## config.mk

```make
export PLATFORM = sky130hd
export DESIGN_NAME = icache_data_array
export DESIGN_NICKNAME = d
export VERILOG_FILES = /design/src/rtl/icache_data_array.sv
export SDC_FILE = /design/constraint.sdc
export NUM_CORES = 1
export LEC_CHECK = 0
export CAP_MARGIN = 20
export CORE_MARGIN = 2
export CORE_UTILIZATION = 25
export DETAILED_ROUTE_END_ITERATION = 7
export HOLD_SLACK_MARGIN = 0.02
export PLACE_DENSITY_LB_ADDON = 0.08
export RECOVER_POWER = 50
export SLEW_MARGIN = 20
export SYNTH_ARGS = -nofsm -noshare
export SYNTH_HDL_FRONTEND = slang
export SYNTH_SLANG_ARGS = --single-unit
```

## constraint.sdc

```tcl
create_clock -name clk -period 2.76 [get_ports clk]
set_clock_uncertainty 0.1 [all_clocks]
set_input_delay 0.69 -clock clk [delete_from_list [all_inputs] [get_ports clk]]
set_output_delay 0.69 -clock clk [all_outputs]
set_load 0.01 [all_outputs]
```

## src/rtl/icache_data_array.sv

```systemverilog
// Instruction cache data store with registered fetch output and saturating
// fetch/miss performance counters. Array is unreset; fills survive reset.
module icache_data_array #(
    parameter int DATA_WIDTH  = 8,
    parameter int LINE_BITS   = 2,
    parameter int OFFSET_BITS = 3,
    parameter int CNT_WIDTH   = 16
) (
    input  logic                   clk,
    input  logic                   sync_reset_n,
    input  logic                   cache_wren,
    input  logic [LINE_BITS-1:0]   cache_wrline,
    input  logic [OFFSET_BITS-1:0] cache_wroffset,
    input  logic [DATA_WIDTH-1:0]  rom_data,
    input  logic [LINE_BITS-1:0]   cache_rdline,
    input  logic [OFFSET_BITS-1:0] cache_rdoffset,
    input  logic                   hold_out,
    output logic [DATA_WIDTH-1:0]  instr_out,
    output logic                   instr_valid,
    output logic [CNT_WIDTH-1:0]   fetch_count,
    output logic [CNT_WIDTH-1:0]   miss_count
);

    localparam int ADDR_BITS = LINE_BITS + OFFSET_BITS;
    localparam int DEPTH     = 1 << ADDR_BITS;

    logic [DATA_WIDTH-1:0] mem [DEPTH];
    logic [ADDR_BITS-1:0]  wr_addr;
    logic [ADDR_BITS-1:0]  rd_addr;
    logic                  bypass;
    logic [DATA_WIDTH-1:0] rd_data;
    logic                  hold_out_d;
    logic                  fetch_inc;
    logic                  miss_inc;

    assign wr_addr = {cache_wrline, cache_wroffset};
    assign rd_addr = {cache_rdline, cache_rdoffset};

    // Forward the word being filled so the last fill cycle can also be a fetch.
    always_comb begin
        bypass  = cache_wren && (wr_addr == rd_addr);
        rd_data = bypass ? rom_data : mem[rd_addr];
    end

    always_ff @(posedge clk) begin
        if (cache_wren)
            mem[wr_addr] <= rom_data;
    end

    assign fetch_inc = !hold_out && (fetch_count != {CNT_WIDTH{1'b1}});
    assign miss_inc  = hold_out && !hold_out_d && (miss_count != {CNT_WIDTH{1'b1}});

    always_ff @(posedge clk) begin
        if (!sync_reset_n) begin
            instr_out   <= '0;
            instr_valid <= 1'b0;
            fetch_count <= '0;
            miss_count  <= '0;
            hold_out_d  <= 1'b0;
        end else begin
            hold_out_d <= hold_out;
            if (!hold_out) begin
                instr_out   <= rd_data;
                instr_valid <= 1'b1;
            end else begin
                instr_valid <= 1'b0;
            end
            if (fetch_inc)
                fetch_count <= fetch_count + 1'b1;
            if (miss_inc)
                miss_count <= miss_count + 1'b1;
        end
    end

endmodule

```

**Word level (Yosys, flattened, before mapping)**

Memory sizes are Yosys's and may differ from the RTL's. A register that Yosys moved wholly into a read port is not among the register bits.
Cells that the tools add are included.

- RAM bits: 256
- Flip-flop bits (word level): 34
- Word-level logic and storage cells: 19
- Output and inout bits: 41
- Memories: 1

- Multiplexer cells: 3
- Add/subtract/negate cells: 2
- Reductions and logical operators: 7
- Eq/ne operators: 2

Memory list:

| name | words | width | rd ports | clocked after memory_dff | write ports | line | source |
|---|---|---|---|---|---|---|---|
| mem | 32 | 8 | 1 | 1 | 1 | 27 | `logic [DATA_WIDTH-1:0] mem [DEPTH];` |

Operator list:

| operator | count |
|---|---|
| $add A16 B1 Y16 const B | 2 |
| $ne A16 B16 Y1 const B | 2 |
| $logic_not A1 Y1 | 4 |
| $logic_and A1 B1 Y1 | 3 |
| $mux W1 | 3 |

**Logic depth before layout (Yosys ltp)**

- Depth after elaboration: 3
- Mapped depth: 8
- Depth with buffers taken out: 6

**Worst setup path before layout**

Ideal clock, no wire load.

- Path kind: input port to flip-flop
- From: input cache_wrline[1]
- To: memory mem[17][0] (enable)
- Arrival time: 1815 ps
- Setup time: 370 ps
- Buffers on the path: 1
- Stages: 3
- Setup slack: 474 ps
- Data required time: 2290 ps
- Path through: clkbuf_1 -> or3b_2 -> nor2_1

RTL lines:

| what | line | source |
|---|---|---|
| start, declared | 12 | `input logic [LINE_BITS-1:0] cache_wrline,` |
| end, declared | 27 |  |

No word-level cell before the write port.

**Worst setup path after layout**

- From: input cache_wren
- To: memory mem[1][7] (enable)

- Word-level cells in the longest chain between the ends: 2

RTL lines:

| what | line | source |
|---|---|---|
| start, declared | 11 | `input logic cache_wren,` |
| $mux W1 | 46 | `if (cache_wren)` |
| $mux W1 (implied by the code) | 47 | `mem[wr_addr] <= rom_data;` |

Every way passes these cells.

==> results.md <==
* Most frequent cell after synthesis: edfxtp_1
* Inst Count DP at 1428
* CP Launch Type: input pin
* Peak VDD IR at 0.360 mV
* Sw Pwr at 2.22 mW
* Initial antenna violation count at 1
* Worst-skew pair later-pin latency at 540 ps
* Final Hold Fails at 0
* Max Slew Vio Count at 0
* Vias in the first global route at 7153
* Num Clock Sinks at 298
* Final WL at 31400 um
* Post-synth EDFFs at 256
* Post-synth cell types at 59
* Hold path cells at 2
* Drt via density at 4.57
* Power Internal at 7.93 mW
* Post-synthesis adder-cell area fraction at 0.208%
* Comb pwr share at 5.9%
* Slowest-stage cell, CP: dlygate4sd3_1
* CP Class: input pin to flop
* Initial core utilization at 25.2%
* Layout Nets at 875
* Worst Setup Slack post-DPL at -90.6 ps
* CTS buffer count at 36
* Worst-Margin Slew at 920 ps
* DRC at 0
* Syn. warnings at 0
* DRT iter0 DRCs at 433
* Setup violation total in the final timing report at 0
* Critical R2R Launch: fetch_count[0]$_SDFFE_PN0P_
* Setup TNS Final at 0 ps
* Worst hold endpoint: instr_out[3]$_SDFFE_PN0N_
* CP Capture Type: flop
* Flop2flop setup slack at 450 ps
* Syn_nets at 735
* Die ar. at 49900 um2
* Main combinational cell family by area after synthesis: multiplexers
* Top post-synthesis cells by area: edfxtp_1, mux4_2, dfxtp_1, mux2i_1, nor2_1
* Worst-path clk slew at 60 ps
* Cell taking the most area after synthesis: edfxtp_1
* DPL Wire Length at 20600 um
* Clock tree buffer depth at 3
* Final Wtd Congestion at 0.752
* Metal2 WL at 14400 um
* Max layer used: met4
* CTS tree: done
* CTS root buffer: clkbuf_16
* Hold buffers post-CTS at 0
* Top post-synthesis cells by count: edfxtp_1, nor2_1, mux4_2
* Top-area cell type share of the netlist area at 64.0%
* Crit path DAT at 2520 ps
* Top FF cell, synth: edfxtp_1
* CP Cell Sequence: dlygate4sd3_1, clkbuf_1, nand3b_1, clkbuf_1, nor2_1, clkbuf_1
* Critical Path RT at 2840 ps
* Reg-to-reg endpoint: fetch_count[6]$_SDFFE_PN0P_
* Metal-1 WL at 14700 um
* Setup bufs post-CTS at 0
* Rel. slew slack at 38.7%
* Syn avg cell area at 16.9 um2
* Layout cells sized above 1 at 22.8%
* #FFs+latches synth at 298
* Post-synth ARST share at 0%
* FP Rows at 80
* Final WS setup at 317 ps
* TritonRoute pass-1 iters at 5
* LEAKAGE at 4.85 nW
* Worst R2R Path Depth at 6
* Synth Area in Compound Gates at 4.32%
* Overflow after GRT at 0
* Pwr dens at 678 nW/um2
* Layout Area Growth over Synthesis at 24.7%
* Most frequent CP cell: clkbuf_1
* CP peak stage delay at 670 ps
* Die Y at 223 um
* Remaining antenna violation count at 0
* Post-CTS Resized at 0
* Post-synthesis sequential area ratio at 70.9%
* H-tree level count at 2
* Max-Cap Viols at 0
* Finished Layout Cells at 1493
* WL met3 at 1450 um
* Fmax at 409 MHz
* Final min period at 2440 ps
* Io pins at 63
* Post-synthesis mux area share at 13.2%
* XOR/XNOR share of the synthesized area at 1.60%
* Fill count at 4657
* Synth Cell Area at 12000 um2
* Reg power frac at 49.0%
* Status: finished clean
* Pin count of the biggest net entering global routing at 41
* HP Start: instr_out[3]$_SDFFE_PN0N_
* Sw Ratio at 21.9%
* First-pass GRT wire length at 47100 um
* Synth Instances at 711
* Hold/Removal Path Class: flop to flop
* Simple-gate portion of the synthesized area at 8.08%
* IO Port Bufs at 62
* RSZ-0062 raised after global routing: false
* Placeable Area at 47600 um2
* Routed via count at 6827
* Max Fanout on Critical Path at 8
* WL per Instance at 21.0 um
* GRT Overall Usage at 12.9%
* Fin crit share at 88.5%
* Die Width at 223 um
* Clock Power Share at 45.1%
==> layout by cell type, fill, tap and decap left out, types with 9 or more instances in the layout <==
cell type / n
edfxtp_1: 256
nor2_1: 57
buf_4: 52
mux4_2: 48
clkdlybuf4s50_1: 48
dfxtp_1: 42
nand2_1: 38
clkbuf_16: 38
mux2i_1: 31
clkbuf_1: 20
nand3_1: 17
mux2_2: 16
o211ai_1: 15
xnor2_1: 14
dlygate4sd3_1: 11
a21oi_1: 10
buf_12: 9
==> metal layers <==
metal	up-vias	global-route usage (%)
li1	3120	-
met1	3475	17.6
met2	181	20.5
met3	51	2.41
met4	0	4.65
met5	-	0
==> critical path: cells and delay by family <==
kind          cells  cell delay, ps
simple gates      2             270
buf+inv           4            1560
==> registers in the layout, indices dropped and copies added (netlist names) <==
register / flops
hold_out_d: 1
fetch_count: 16
instr_out: 8
miss_count: 16
instr_valid: 1
mem: 256
==> cell type report <==
cell class / instances / area, um2 / share of cell area (%)
Timing Repair Buffer: 141 / 1250 / 8.37
Inverter: 2 / 7.51 / 0.0501
Antenna cell: 1 / 2.50 / 0.0167
Tap cell: 615 / 769 / 5.13
Sequential cell: 298 / 8530 / 56.9
Multi-Input combinational cell: 372 / 3290 / 21.9
Clock inverter: 15 / 134 / 0.893
Clock buffer: 49 / 1000 / 6.69
==> metrics by stage <==
step                hold slack (ps)  area [um2]  total power, mW  util (%)
finish                          395       15000             10.2      31.5
global placement                377       13900             5.69      29.2
CTS                             394       15000             10.3      31.6
floorplan                       398       12000             5.36         -
detailed placement              376       13900             5.69      29.2
global route                    423       15000             10.5      31.4
==> logic make-up (layout without fill, tap and decap cells) <==
| group | Yosys count | in the layout |
|---|---|---|
| other cells | 0 | 1 |
| fa+ha+maj | 2 | 2 |
| xor+xnor | 22 | 22 |
| flops | 298 | 298 |
| compound gates | 68 | 68 |
| buf+inv | 41 | 207 |
| simple gates | 184 | 184 |
| mux | 96 | 96 |
==> power by group through the flow <==
stage / clock network, mW / registers [mW] / logic (mW)
2_1_floorplan: 0 / 5.07 / 0.286
3_3_place_gp: 0 / 5.07 / 0.620
3_5_place_dp: 0 / 5.07 / 0.624
4_1_cts: 4.72 / 4.98 / 0.625
5_1_grt: 4.88 / 4.98 / 0.648
6_report: 4.58 / 4.98 / 0.595
==> worst max-delay path by stage <==
stage | startpoint | depth (start not counted) | to | slack [ps]
after floorplan | cache_wrline[1] | 3 | mem[17][0]$_DFFE_PP_ | 470
after global placement | cache_rdline[1] | 7 | instr_out[0]$_SDFFE_PN0N_ | -130
after detailed placement | cache_rdline[1] | 7 | instr_out[0]$_SDFFE_PN0N_ | -90
after CTS | fetch_count[9]$_SDFFE_PN0P_ | 1 | fetch_count[9] | 370
after global routing | cache_wren | 6 | mem[1][7]$_DFFE_PP_ | 210
final | cache_wren | 6 | mem[1][7]$_DFFE_PP_ | 320
Note: power is estimated with default switching activity, not from simulation.
